`config.mk`:
```
export PLATFORM = sky130hd
export DESIGN_NAME = nv_nvdla_pdp_rdma_split_sched_flat
export DESIGN_NICKNAME = d
export VERILOG_FILES = /design/src/rtl/nv_nvdla_pdp_rdma_sched_pkg.sv /design/src/rtl/nv_nvdla_pdp_rdma_split_sched_if.sv /design/src/rtl/nv_nvdla_pdp_rdma_split_cnt.sv /design/src/rtl/nv_nvdla_pdp_rdma_split_sched.sv /design/src/flat_wrapper.sv
export SDC_FILE = /design/constraint.sdc
export NUM_CORES = 1
export LEC_CHECK = 0
export CAP_MARGIN = 10
export CORE_UTILIZATION = 55
export CTS_CLUSTER_SIZE = 16
export DETAILED_ROUTE_END_ITERATION = 6
export GPL_ROUTABILITY_DRIVEN = 1
export PLACE_DENSITY = 0.86
export SLEW_MARGIN = 20
export SYNTH_ARGS = -nofsm -noshare
export SYNTH_HDL_FRONTEND = slang
export SYNTH_HIERARCHICAL = 1
export SYNTH_SLANG_ARGS = --single-unit
```
`constraint.sdc`:
```
create_clock -name nvdla_core_clk -period 5.5 [get_ports nvdla_core_clk]
set_input_delay 0.55 -clock nvdla_core_clk [delete_from_list [all_inputs] [get_ports nvdla_core_clk]]
set_output_delay 0.55 -clock nvdla_core_clk [all_outputs]
set_load 0.01 [all_outputs]
```
`src/rtl/nv_nvdla_pdp_rdma_sched_pkg.sv`:
```
// Shared types and command payload layout for the PDP RDMA split scheduler.
package nv_nvdla_pdp_rdma_sched_pkg;

  typedef enum logic [1:0] {
    IDLE  = 2'd0,
    ISSUE = 2'd1,
    DRAIN = 2'd2,
    DONE  = 2'd3
  } sched_state_e;

  localparam int X_OFFSET_W = 13;
  localparam int WIDTH_W    = 10;
  localparam int IDX_W      = 8;

  localparam int PD_W         = 33;
  localparam int PD_WIDTH_LSB = 0;
  localparam int PD_XOFF_LSB  = 10;
  localparam int PD_IDX_LSB   = 23;
  localparam int PD_FIRST_BIT = 31;
  localparam int PD_LAST_BIT  = 32;

  function automatic logic [PD_W-1:0] pack_cmd_pd(
    input logic                  is_last,
    input logic                  is_first,
    input logic [IDX_W-1:0]      idx,
    input logic [X_OFFSET_W-1:0] x_offset,
    input logic [WIDTH_W-1:0]    width_m1
  );
    logic [PD_W-1:0] pd;
    pd = '0;
    pd[PD_LAST_BIT]                   = is_last;
    pd[PD_FIRST_BIT]                  = is_first;
    pd[PD_IDX_LSB +: IDX_W]           = idx;
    pd[PD_XOFF_LSB +: X_OFFSET_W]     = x_offset;
    pd[PD_WIDTH_LSB +: WIDTH_W]       = width_m1;
    return pd;
  endfunction

endpackage

```
`src/rtl/nv_nvdla_pdp_rdma_split_sched_if.sv`:
```
// Command handshake toward the RDMA ingress plus split completion from the egress.
interface nv_nvdla_pdp_rdma_split_sched_if;
  import nv_nvdla_pdp_rdma_sched_pkg::*;

  logic            sched2ig_cmd_valid;
  logic            sched2ig_cmd_ready;
  logic [PD_W-1:0] sched2ig_cmd_pd;
  logic            eg2sched_split_done;

  modport master (
    output sched2ig_cmd_valid,
    output sched2ig_cmd_pd,
    input  sched2ig_cmd_ready,
    input  eg2sched_split_done
  );

  modport slave (
    input  sched2ig_cmd_valid,
    input  sched2ig_cmd_pd,
    output sched2ig_cmd_ready,
    output eg2sched_split_done
  );
endinterface

```
`src/rtl/nv_nvdla_pdp_rdma_split_cnt.sv`:
```
// Outstanding-split up/down counter with limit compare and sticky underflow error.
module nv_nvdla_pdp_rdma_split_cnt #(
  parameter int MAX_OUTSTANDING = 2,
  parameter int CNT_W           = 3
) (
  input  logic i_clk,
  input  logic i_rst_n,
  input  logic i_clr,
  input  logic i_inc,
  input  logic i_dec,
  output logic o_below_lim,
  output logic o_zero,
  output logic o_err
);
  logic [CNT_W-1:0] r_cnt;
  logic             r_err;
  logic             w_underflow;
  logic             w_dec_ok;

  assign o_zero      = (r_cnt == '0);
  assign o_below_lim = (r_cnt < CNT_W'(MAX_OUTSTANDING));
  assign o_err       = r_err;

  // a simultaneous inc cancels the dec, so only a lone dec at zero is an underflow
  assign w_underflow = i_dec && !i_inc && o_zero;
  assign w_dec_ok    = i_dec && !i_inc && !o_zero;

  always_ff @(posedge i_clk) begin
    if (!i_rst_n) begin
      r_cnt <= '0;
      r_err <= 1'b0;
    end else begin
      if (w_underflow) r_err <= 1'b1;
      if (i_clr)                r_cnt <= '0;
      else if (i_inc && !i_dec) r_cnt <= r_cnt + CNT_W'(1);
      else if (w_dec_ok)        r_cnt <= r_cnt - CNT_W'(1);
    end
  end
endmodule

```
`src/rtl/nv_nvdla_pdp_rdma_split_sched.sv`:
```
// PDP RDMA split scheduler: turns one read operation into per-split ingress
// commands, limits splits in flight and pulses op_done once all have returned.
//
// state | meaning
// IDLE  | waiting for reg2dp_op_load
// ISSUE | presenting split commands while below the outstanding limit
// DRAIN | every split issued, waiting for the egress to return them
// DONE  | one-cycle sched_op_done pulse
module nv_nvdla_pdp_rdma_split_sched
  import nv_nvdla_pdp_rdma_sched_pkg::*;
#(
  parameter int MAX_OUTSTANDING = 2,
  parameter int CNT_W           = 3
) (
  input  logic                      nvdla_core_clk,
  input  logic                      nvdla_core_rstn,
  input  logic                      reg2dp_op_load,
  input  logic [IDX_W-1:0]          reg2dp_split_num,
  input  logic [X_OFFSET_W-1:0]     reg2dp_cube_in_width,
  input  logic [WIDTH_W-1:0]        reg2dp_partial_width_in_first,
  input  logic [WIDTH_W-1:0]        reg2dp_partial_width_in_mid,
  input  logic [WIDTH_W-1:0]        reg2dp_partial_width_in_last,
  nv_nvdla_pdp_rdma_split_sched_if.master sched_if,
  output logic                      sched_busy,
  output logic                      sched_op_done,
  output logic                      sched_err
);
  sched_state_e          r_state;
  sched_state_e          w_state_nxt;
  logic [IDX_W-1:0]      r_split_num;
  logic [IDX_W-1:0]      r_split_idx;
  logic [WIDTH_W-1:0]    r_cube_w;
  logic [WIDTH_W-1:0]    r_first_w;
  logic [WIDTH_W-1:0]    r_mid_w;
  logic [WIDTH_W-1:0]    r_last_w;
  logic [X_OFFSET_W-1:0] r_x_offset;
  logic                  r_issued_all;

  logic [WIDTH_W-1:0]    w_width_m1;
  logic                  w_load;
  logic                  w_valid;
  logic                  w_hs;
  logic                  w_is_first;
  logic                  w_is_last;
  logic                  w_below_lim;
  logic                  w_zero;
  logic                  w_unused_cube;

  // cube widths above 1023 are a configuration error; the upper bits are dropped
  assign w_unused_cube = ^reg2dp_cube_in_width[X_OFFSET_W-1:WIDTH_W];

  assign w_load     = (r_state == IDLE) && reg2dp_op_load;
  assign w_is_first = (r_split_idx == '0);
  assign w_is_last  = (r_split_idx == r_split_num);
  assign w_valid    = (r_state == ISSUE) && w_below_lim;
  assign w_hs       = w_valid && sched_if.sched2ig_cmd_ready;

  always_comb begin
    w_width_m1 = r_mid_w;
    if (r_split_num == '0)  w_width_m1 = r_cube_w;
    else if (w_is_first)    w_width_m1 = r_first_w;
    else if (w_is_last)     w_width_m1 = r_last_w;
  end

  always_comb begin
    w_state_nxt = r_state;
    case (r_state)
      IDLE:    if (reg2dp_op_load)          w_state_nxt = ISSUE;
      ISSUE:   if (w_hs && w_is_last)       w_state_nxt = DRAIN;
      DRAIN:   if (r_issued_all && w_zero)  w_state_nxt = DONE;
      DONE:                                 w_state_nxt = IDLE;
      default:                              w_state_nxt = IDLE;
    endcase
  end

  always_ff @(posedge nvdla_core_clk) begin
    if (!nvdla_core_rstn) begin
      r_state      <= IDLE;
      r_split_num  <= '0;
      r_split_idx  <= '0;
      r_cube_w     <= '0;
      r_first_w    <= '0;
      r_mid_w      <= '0;
      r_last_w     <= '0;
      r_x_offset   <= '0;
      r_issued_all <= 1'b0;
    end else begin
      r_state <= w_state_nxt;
      if (w_load) begin
        r_split_num  <= reg2dp_split_num;
        r_cube_w     <= reg2dp_cube_in_width[WIDTH_W-1:0];
        r_first_w    <= reg2dp_partial_width_in_first;
        r_mid_w      <= reg2dp_partial_width_in_mid;
        r_last_w     <= reg2dp_partial_width_in_last;
        r_split_idx  <= '0;
        r_x_offset   <= '0;
        r_issued_all <= 1'b0;
      end else if (w_hs) begin
        r_split_idx <= r_split_idx + IDX_W'(1);
        // wraps modulo 2^13 by construction
        r_x_offset  <= r_x_offset + {{(X_OFFSET_W-WIDTH_W){1'b0}}, w_width_m1} + X_OFFSET_W'(1);
        if (w_is_last) r_issued_all <= 1'b1;
      end
    end
  end

  nv_nvdla_pdp_rdma_split_cnt #(
    .MAX_OUTSTANDING (MAX_OUTSTANDING),
    .CNT_W           (CNT_W)
  ) u_split_cnt (
    .i_clk       (nvdla_core_clk),
    .i_rst_n     (nvdla_core_rstn),
    .i_clr       (w_load),
    .i_inc       (w_hs),
    .i_dec       (sched_if.eg2sched_split_done),
    .o_below_lim (w_below_lim),
    .o_zero      (w_zero),
    .o_err       (sched_err)
  );

  // payload is driven to zero whenever no command is offered
  assign sched_if.sched2ig_cmd_valid = w_valid;
  assign sched_if.sched2ig_cmd_pd    = w_valid ?
      pack_cmd_pd(w_is_last, w_is_first, r_split_idx, r_x_offset, w_width_m1) : '0;

  assign sched_busy    = (r_state != IDLE);
  assign sched_op_done = (r_state == DONE);
endmodule

```
`src/flat_wrapper.sv`:
```
// flat-port wrapper written by rule: the top's interface ports become plain ports
module nv_nvdla_pdp_rdma_split_sched_flat import nv_nvdla_pdp_rdma_sched_pkg::*;
#(
  parameter int MAX_OUTSTANDING = 2,
  parameter int CNT_W           = 3
)
  (nvdla_core_clk, nvdla_core_rstn, reg2dp_op_load, reg2dp_split_num, reg2dp_cube_in_width, reg2dp_partial_width_in_first, reg2dp_partial_width_in_mid, reg2dp_partial_width_in_last, sched_busy, sched_op_done, sched_err, sched_if_sched2ig_cmd_valid, sched_if_sched2ig_cmd_pd, sched_if_sched2ig_cmd_ready, sched_if_eg2sched_split_done);
  nv_nvdla_pdp_rdma_split_sched_if sched_if_i ();
  input  logic nvdla_core_clk;
  input  logic nvdla_core_rstn;
  input  logic reg2dp_op_load;
  input  logic [IDX_W-1:0] reg2dp_split_num;
  input  logic [X_OFFSET_W-1:0] reg2dp_cube_in_width;
  input  logic [WIDTH_W-1:0] reg2dp_partial_width_in_first;
  input  logic [WIDTH_W-1:0] reg2dp_partial_width_in_mid;
  input  logic [WIDTH_W-1:0] reg2dp_partial_width_in_last;
  output logic sched_busy;
  output logic sched_op_done;
  output logic sched_err;
  output wire logic [$bits(sched_if_i.sched2ig_cmd_valid)-1:0] sched_if_sched2ig_cmd_valid;
  output wire logic [$bits(sched_if_i.sched2ig_cmd_pd)-1:0] sched_if_sched2ig_cmd_pd;
  input wire logic [$bits(sched_if_i.sched2ig_cmd_ready)-1:0] sched_if_sched2ig_cmd_ready;
  input wire logic [$bits(sched_if_i.eg2sched_split_done)-1:0] sched_if_eg2sched_split_done;
  assign sched_if_sched2ig_cmd_valid = sched_if_i.sched2ig_cmd_valid;
  assign sched_if_sched2ig_cmd_pd = sched_if_i.sched2ig_cmd_pd;
  assign sched_if_i.sched2ig_cmd_ready = sched_if_sched2ig_cmd_ready;
  assign sched_if_i.eg2sched_split_done = sched_if_eg2sched_split_done;
  nv_nvdla_pdp_rdma_split_sched #(.MAX_OUTSTANDING(MAX_OUTSTANDING), .CNT_W(CNT_W)) u_core (.nvdla_core_clk(nvdla_core_clk), .nvdla_core_rstn(nvdla_core_rstn), .reg2dp_op_load(reg2dp_op_load), .reg2dp_split_num(reg2dp_split_num), .reg2dp_cube_in_width(reg2dp_cube_in_width), .reg2dp_partial_width_in_first(reg2dp_partial_width_in_first), .reg2dp_partial_width_in_mid(reg2dp_partial_width_in_mid), .reg2dp_partial_width_in_last(reg2dp_partial_width_in_last), .sched_if(sched_if_i), .sched_busy(sched_busy), .sched_op_done(sched_op_done), .sched_err(sched_err));
endmodule
```
==> results of run 1 <==
## worst max-delay path by stage
stage | to | slack [ns] | depth (start not counted)
after global routing | u_core/r_x_offset[8]$_SDFFE_PP0P_ | 1.41 | 11
final | u_core/r_x_offset[8]$_SDFFE_PP0P_ | 1.59 | 11
after detailed placement | u_core/r_x_offset[8]$_SDFFE_PP0P_ | 1.70 | 11
after global placement | u_core/r_x_offset[8]$_SDFFE_PP0P_ | 1.75 | 11
after floorplan | u_core/r_x_offset[12]$_SDFFE_PP0P_ | 2.38 | 14
after CTS | u_core/r_x_offset[8]$_SDFFE_PP0P_ | 1.67 | 11
## layout by cell type (no fill, tap or decap), types with 3 or more instances in the layout
cell type	Yosys	layout
a21boi_0	48	48
xor2_1	12	12
xnor2_1	4	4
a22oi_1	10	10
and2_1	3	3
inv_1	12	12
nor2b_1	6	6
nor2_1	25	25
o21a_1	3	3
nor3_1	4	4
a21o_1	5	5
buf_4	1	4
nand3_1	7	7
a211oi_1	3	3
nand2_1	126	126
and3_1	20	20
o22ai_1	8	8
bufinv_16	0	3
nand4_1	4	4
clkbuf_8	0	9
o21ai_0	18	18
mux2i_1	12	12
or3_1	5	5
clkdlybuf4s50_1	0	89
dfxtp_1	76	76
nand2b_1	3	3
ha_1	17	17
a21oi_1	22	22
## metal layers
layer	vias to the layer above	track usage [%]
met1	1857	37.80
met5	-	0
met2	141	45.66
met4	0	10.82
li1	1951	-
met3	14	4.432
## report_power, final
group          internal (mW)  leakage (nW)  total, mW  switching, mW
Combinational          0.293          1.35      0.765          0.472
Clock                  0.302         0.120      0.518          0.216
Sequential             0.630         0.620      0.683         0.0535
Total                   1.23          2.09       1.97          0.741
## per-stage QoR
stage / hold WS [ns] / worst slack (ns) / power, mW / utilization [%]
2_1_floorplan: 0.4258 / 2.385 / 1.220 / -
3_3_place_gp: 0.4402 / 1.745 / 1.418 / 69.80
3_5_place_dp: 0.4496 / 1.699 / 1.448 / 69.80
4_1_cts: 0.4626 / 1.665 / 1.961 / 73.10
5_1_grt: 0.4852 / 1.408 / 2.078 / 73.10
6_report: 0.4667 / 1.592 / 1.966 / 73.10
## critical path, cell delays in order (launching register included)
cell and delay [ns]:
dfxtp_1 0.38, xor2_1 0.20, nor4_2 0.33, nand2_1 0.46, mux2_4 0.46, o31ai_1 0.32, ha_1 0.36, a21o_1 0.23
a21oi_1 0.34, a21oi_1 0.13, or3_1 0.33, a32o_1 0.26
## flip-flops by register name (all words and copies together), names as in the netlist
register / count
u_core/r_x_offset: 13
u_core/r_cube_w: 10
u_core/r_first_w: 10
u_core/r_last_w: 10
u_core/r_mid_w: 10
u_core/r_split_idx: 8
u_core/r_split_num: 8
u_core/u_split_cnt/r_cnt: 3
u_core/r_state: 2
u_core/r_issued_all: 1
u_core/u_split_cnt/o_err: 1
## layout make-up
class | instances | area [um^2]
multi-input cells | 400 | 2471
clock buffers | 10 | 127.6
flip-flops and latches | 76 | 1521
fillers | 598 | 1962
well taps | 99 | 123.9
clock inverters | 6 | 112.6
inverters | 14 | 52.55
repair buffers | 93 | 920.9
## cells by family after synthesis
family / synth area share, %
mux: 3.594
simple gates: 24.08
xor+xnor: 3.354
buf+inv: 4.433
flops: 36.42
fa+ha+maj: 6.050
compound gates: 22.07
==> run_results.csv, run 1 <==
group,metric,value,unit
status,status,"completed",
grt,antenna_found_initial,0,
place,dp.cells,682,
floorplanning,fp.dieW,89.16,um
layout,drive_gt1_share,5.676,%
synth,synth_edf_count,0,
floorplanning,core_area,7292,um^2
hold_path,holdPathEnd,"u_core/r_last_w[2]$_SDFFE_PN0P_",
synth,yosysTopAreaCellShare,36.42,%
detailed_routing,routed_via_density,5.678,
detailed_routing,first_iter_violations,251,
timing,setup-tns-final,0,ns
grt,grt_max_degree,57,
worst_setup_path,startpoint_type,"flop",
floorplanning,dieArea,7949,um^2
timing,finClkSkew,0.008471,ns
detailed_routing,drt-met1-wl,4.710,mm
synth,synth_top_area_cell,"dfxtp_1",
synth,synth_seq_area_share,36.42,%
clock_tree,cts_tree,"built",
power_and_ir_drop,cellPowerDensity,368.8,nW/um^2
synth,netlist_area,4178,um^2
clock_tree,cts-resized-gates,0,
power_and_ir_drop,irDropWorstVdd,0.1849,mV
timing,slew_viol_final,0,
floorplanning,fp.dieH,89.16,um
clock_tree,htreeDepth,3,
synth,synth.most_common_cell,"nand2_1",
detailed_routing,ant_nets,0,
floorplanning,io_pins,93,
detailed_routing,routed.top_layer,"met4",
layout,num-nets-final,669,
detailed_routing,vias,3963,
clock_tree,post_cts_buffers,0,
hold_path,min_path_cells,2,
hold_path,worstHoldPathType,"reg -> reg",
synth,synth_cell_type_count,59,
worst_setup_path,critical_path.startpoint,"u_core/r_split_idx[6]$_SDFFE_PP0P_",
layout,final_cell_area,5330,um^2
synth,syn_inst,519,
place,hpwl,7.417,mm
clock_tree,worstSkewPairLatency,0.36,ns
timing,min_period,3.908,ns
detailed_routing,post_drt_wl_per_cell,15.00,um
detailed_routing,dr_wl_met3,552,um
place,port_buffers,89,
layout,layout.cells.non_filler,698,
grt,overflow,0,
synth,ys_seq_elements,76,
worst_setup_path,reg2reg_from,"u_core/r_split_idx[6]$_SDFFE_PP0P_",
grt,grt_pass1_vias,3675,
clock_tree,clkSinkCount,76,
clock_tree,clock_path_buffers,2,
grt,grt_pass1_wl,17.09,mm
power_and_ir_drop,leakagePower,2.094,nW
worst_setup_path,critPathKind,"reg -> reg",
floorplanning,initial_core_util,57.29,%
timing,max_freq,255.9,MHz
worst_setup_path,rr_worst_depth,11,
layout,diodes,0,
worst_setup_path,arrival,4.16,ns
timing,finalHoldViolations,0,
place,place_congestion,0.9034,
synth,syn_nets,594,
timing,worst_pin_slew,0.7925,ns
clock_tree,numCtsBuffers,9,
worst_setup_path,critPathRequiredTime,5.75,ns
synth,yosys_warnings,6,
worst_setup_path,worstSetupEndpointType,"flop",
worst_setup_path,r2r_end,"u_core/r_x_offset[8]$_SDFFE_PP0P_",
place,place_area,5090,um^2
flow_run,cap_violations,0,
hold_path,hp-start,"u_core/r_last_w[2]$_SDFFE_PN0P_",
detailed_routing,drt_drc_violations_left,0,
timing,setup_viol,0,
grt,grt_use_total,28.15,%
floorplanning,rows,31,
timing,slew_headroom,47.04,%
synth,synthFlopType,"dfxtp_1",
layout,area_delta_synth_final,27.58,%
detailed_routing,met2WireLength,5.017,mm
worst_setup_path,cp_max_fo,11,
synth,syn-mean-instance-area,8.050,um^2
clock_tree,hold_buffers,0,
clock_tree,clk_pin_slew,0.09,ns
timing,fin_crit_sh,71.05,%
clock_tree,cts_root_buf,"clkbuf_8",
detailed_routing,drtPass1Iterations,7,
synth,synth.area.top_cells,"dfxtp_1 (36%), nand2_1 (11%), a21boi_0 (8.6%)",
timing,rsz0062_at_grt,"false",
synth,yosys-top-cells-count,"nand2_1 (126), dfxtp_1 (76), a21boi_0 (48), nor2_1 (25), a21oi_1 (22)",
worst_setup_path,reg2reg_setup_slack,1.59,ns
detailed_routing,wirelength,10.47,mm
synth,synthArstFlopShare,0,%
Power figures use the tool's default switching activity.
==> run 2: changes to the inputs <==
Settings changed: CORE_UTILIZATION 55 to 51, PLACE_DENSITY 0.86 to 0.81.
Clock period 5.5 ns to 3.8 ns, I/O delays scaled along.
==> run 2 against run 1 <==
Combinational power is 50% higher. Cell area rose by 1.1%. First-iteration DRC count decreased by 16%. Highest routed layer unchanged. Register-to-register slack lost 1.3 ns. Largest power group unchanged.
==> run_results.csv, run 2 (synthesized netlist as in run 1, its figures left out) <==
group,metric,value,unit
status,status,"completed",
detailed_routing,wirelength,10.68,mm
timing,fin_ws,0.2480,ns
grt,grt_max_degree,56,
worst_setup_path,reg2reg_setup_slack,0.25,ns
detailed_routing,drt_drc_violations_left,0,
clock_tree,post_cts_buffers,0,
hold_path,min_path_cells,2,
layout,final_cell_area,5386,um^2
worst_setup_path,worstSetupEndpointType,"flop",
clock_tree,worstSkewPairLatency,0.34,ns
timing,worst_pin_slew,0.7802,ns
worst_setup_path,crit_slowest_cell,"fa_1",
flow_run,cap_violations,0,
worst_setup_path,critPathRequiredTime,4.06,ns
floorplanning,fp.dieH,92.51,um
floorplanning,io_pins,93,
layout,drive_gt1_share,6.788,%
floorplanning,fp.dieW,92.51,um
worst_setup_path,r2r_end,"u_core/r_x_offset[12]$_SDFFE_PP0P_",
clock_tree,clock_path_buffers,2,
clock_tree,clkSinkCount,76,
worst_setup_path,cp_max_fo,5,
layout,final_cell_mix,"nand2_1 (126), clkdlybuf4s50_1 (89), dfxtp_1 (76)",
timing,min_period,3.552,ns
detailed_routing,routed_via_density,5.608,
timing,slew_viol_final,0,
clock_tree,numCtsBuffers,9,
hold_path,hp-start,"u_core/r_first_w[3]$_SDFFE_PN0P_",
layout,diodes,0,
clock_tree,cts-resized-gates,0,
layout,area_delta_synth_final,28.93,%
worst_setup_path,critPathKind,"reg -> reg",
grt,grt_pass1_wl,17.45,mm
place,hpwl,7.715,mm
layout,fill_cells,657,
grt,grt_use_total,25.66,%
detailed_routing,post_drt_wl_per_cell,15.13,um
detailed_routing,drtPass1Iterations,4,
floorplanning,initial_core_util,53.51,%
worst_setup_path,crit_chain,"inv_1, ha_1, nor4b_1, nand2_1, nor2_4, a22oi_1, a21boi_2, ha_1, fa_1, nor2b_1, o2111ai_2, a21o_1, a2111o_1, o21ai_0",
worst_setup_path,reg2reg_from,"u_core/r_split_idx[0]$_SDFFE_PP0P_",
worst_setup_path,rr_worst_depth,14,
worst_setup_path,startpoint_type,"flop",
power_and_ir_drop,irDropWorstVdd,0.2581,mV
floorplanning,rows,32,
layout,largest_reg_flops,13,
floorplanning,dieArea,8557,um^2
timing,setup-tns-final,0,ns
power_and_ir_drop,leakagePower,2.121,nW
clock_tree,hold_buffers,0,
clock_tree,cts_root_buf,"clkbuf_8",
grt,overflow,0,
clock_tree,htreeDepth,3,
hold_path,worstHoldPathType,"reg -> reg",
place,preCtsSetupSlack,0.2703,ns
grt,antenna_found_initial,0,
detailed_routing,vias,3959,
timing,max_freq,281.5,MHz
place,place_congestion,0.9377,
timing,setup_viol,0,
timing,slew_headroom,47.86,%
layout,layout_commonest_cell,"nand2_1",
place,place_area,5131,um^2
timing,finClkSkew,0.008697,ns
power_and_ir_drop,cellPowerDensity,534.3,nW/um^2
worst_setup_path,max_stage_delay,0.42,ns
place,port_buffers,89,
detailed_routing,ant_nets,0,
timing,rsz0062_at_grt,"false",
hold_path,holdPathEnd,"u_core/r_first_w[3]$_SDFFE_PN0P_",
clock_tree,cts_tree,"built",
clock_tree,clk_pin_slew,0.07,ns
timing,fin_crit_sh,93.47,%
grt,grt_pass1_vias,3781,
timing,finalHoldViolations,0,
worst_setup_path,arrival,3.81,ns
layout,num-nets-final,674,
worst_setup_path,crit_top_cell,"ha_1",
detailed_routing,first_iter_violations,210,
floorplanning,core_area,7807,um^2
layout,top_register,"u_core/r_x_offset",
run 2: worst max path at each step:
stage / start / to / slack, ns / cells past startpoint
after floorplan: u_core/r_split_idx[0]$_SDFFE_PP0P_ / u_core/r_x_offset[12]$_SDFFE_PP0P_ / 0.68 / 14
after global placement: u_core/r_split_idx[0]$_SDFFE_PP0P_ / u_core/r_x_offset[12]$_SDFFE_PP0P_ / 0.42 / 14
after detailed placement: u_core/r_split_idx[0]$_SDFFE_PP0P_ / u_core/r_x_offset[12]$_SDFFE_PP0P_ / 0.27 / 14
after CTS: u_core/r_split_idx[0]$_SDFFE_PP0P_ / u_core/r_x_offset[12]$_SDFFE_PP0P_ / 0.23 / 14
after global routing: u_core/r_split_idx[0]$_SDFFE_PP0P_ / u_core/r_x_offset[12]$_SDFFE_PP0P_ / 0.03 / 14
final: u_core/r_split_idx[0]$_SDFFE_PP0P_ / u_core/r_x_offset[12]$_SDFFE_PP0P_ / 0.25 / 14
run 2: final cells by class:
cell class / instances / area (um^2) / share of cell area, %
multi-input combinational: 400 / 2486 / 46.16
tap: 102 / 127.6 / 2.369
inverter: 14 / 52.55 / 0.9756
sequential: 76 / 1521 / 28.25
clock inverter: 6 / 112.6 / 2.091
clock buffer: 10 / 127.6 / 2.369
timing repair buffer: 98 / 958.4 / 17.79
run 2: layer usage:
layer	wire length (um)	track usage, %	up-vias
li1	-	-	1957
met1	4783	33.47	1857
met2	5145	41.98	125
met3	533	4.926	20
met4	219	9.505	0
met5	0	0	-
run 2: worst max-delay path, delay by kind of cell, from the launching register on:
family | cells | cell delay [ns]
AOI/OAI and AO/OA | 6 | 1.19
adders and majority gates | 3 | 0.79
buffers and inverters | 1 | 0.12
DFF | 1 | 0.36
and+or+nand+nor | 4 | 1.01
run 2: stage by stage:
| stage | instances | total power, mW | utilization (%) | hold slack [ns] |
|---|---|---|---|---|
| detailed placement | 690 | 2.132 | 65.72 | 0.4574 |
| global placement | 690 | 2.086 | 65.72 | 0.4359 |
| finish | 706 | 2.878 | 68.99 | 0.4655 |
| global route | 706 | 3.053 | 68.99 | 0.4872 |
| floorplan | 519 | 1.765 | - | 0.4258 |
| CTS | 706 | 2.868 | 68.80 | 0.4687 |
run 2: power breakdown:
group | switching (mW) | total, mW | internal [mW]
clock network | 0.297 | 0.735 | 0.438
logic | 0.696 | 1.15 | 0.458
registers | 0.0772 | 0.989 | 0.912
total | 1.07 | 2.88 | 1.81
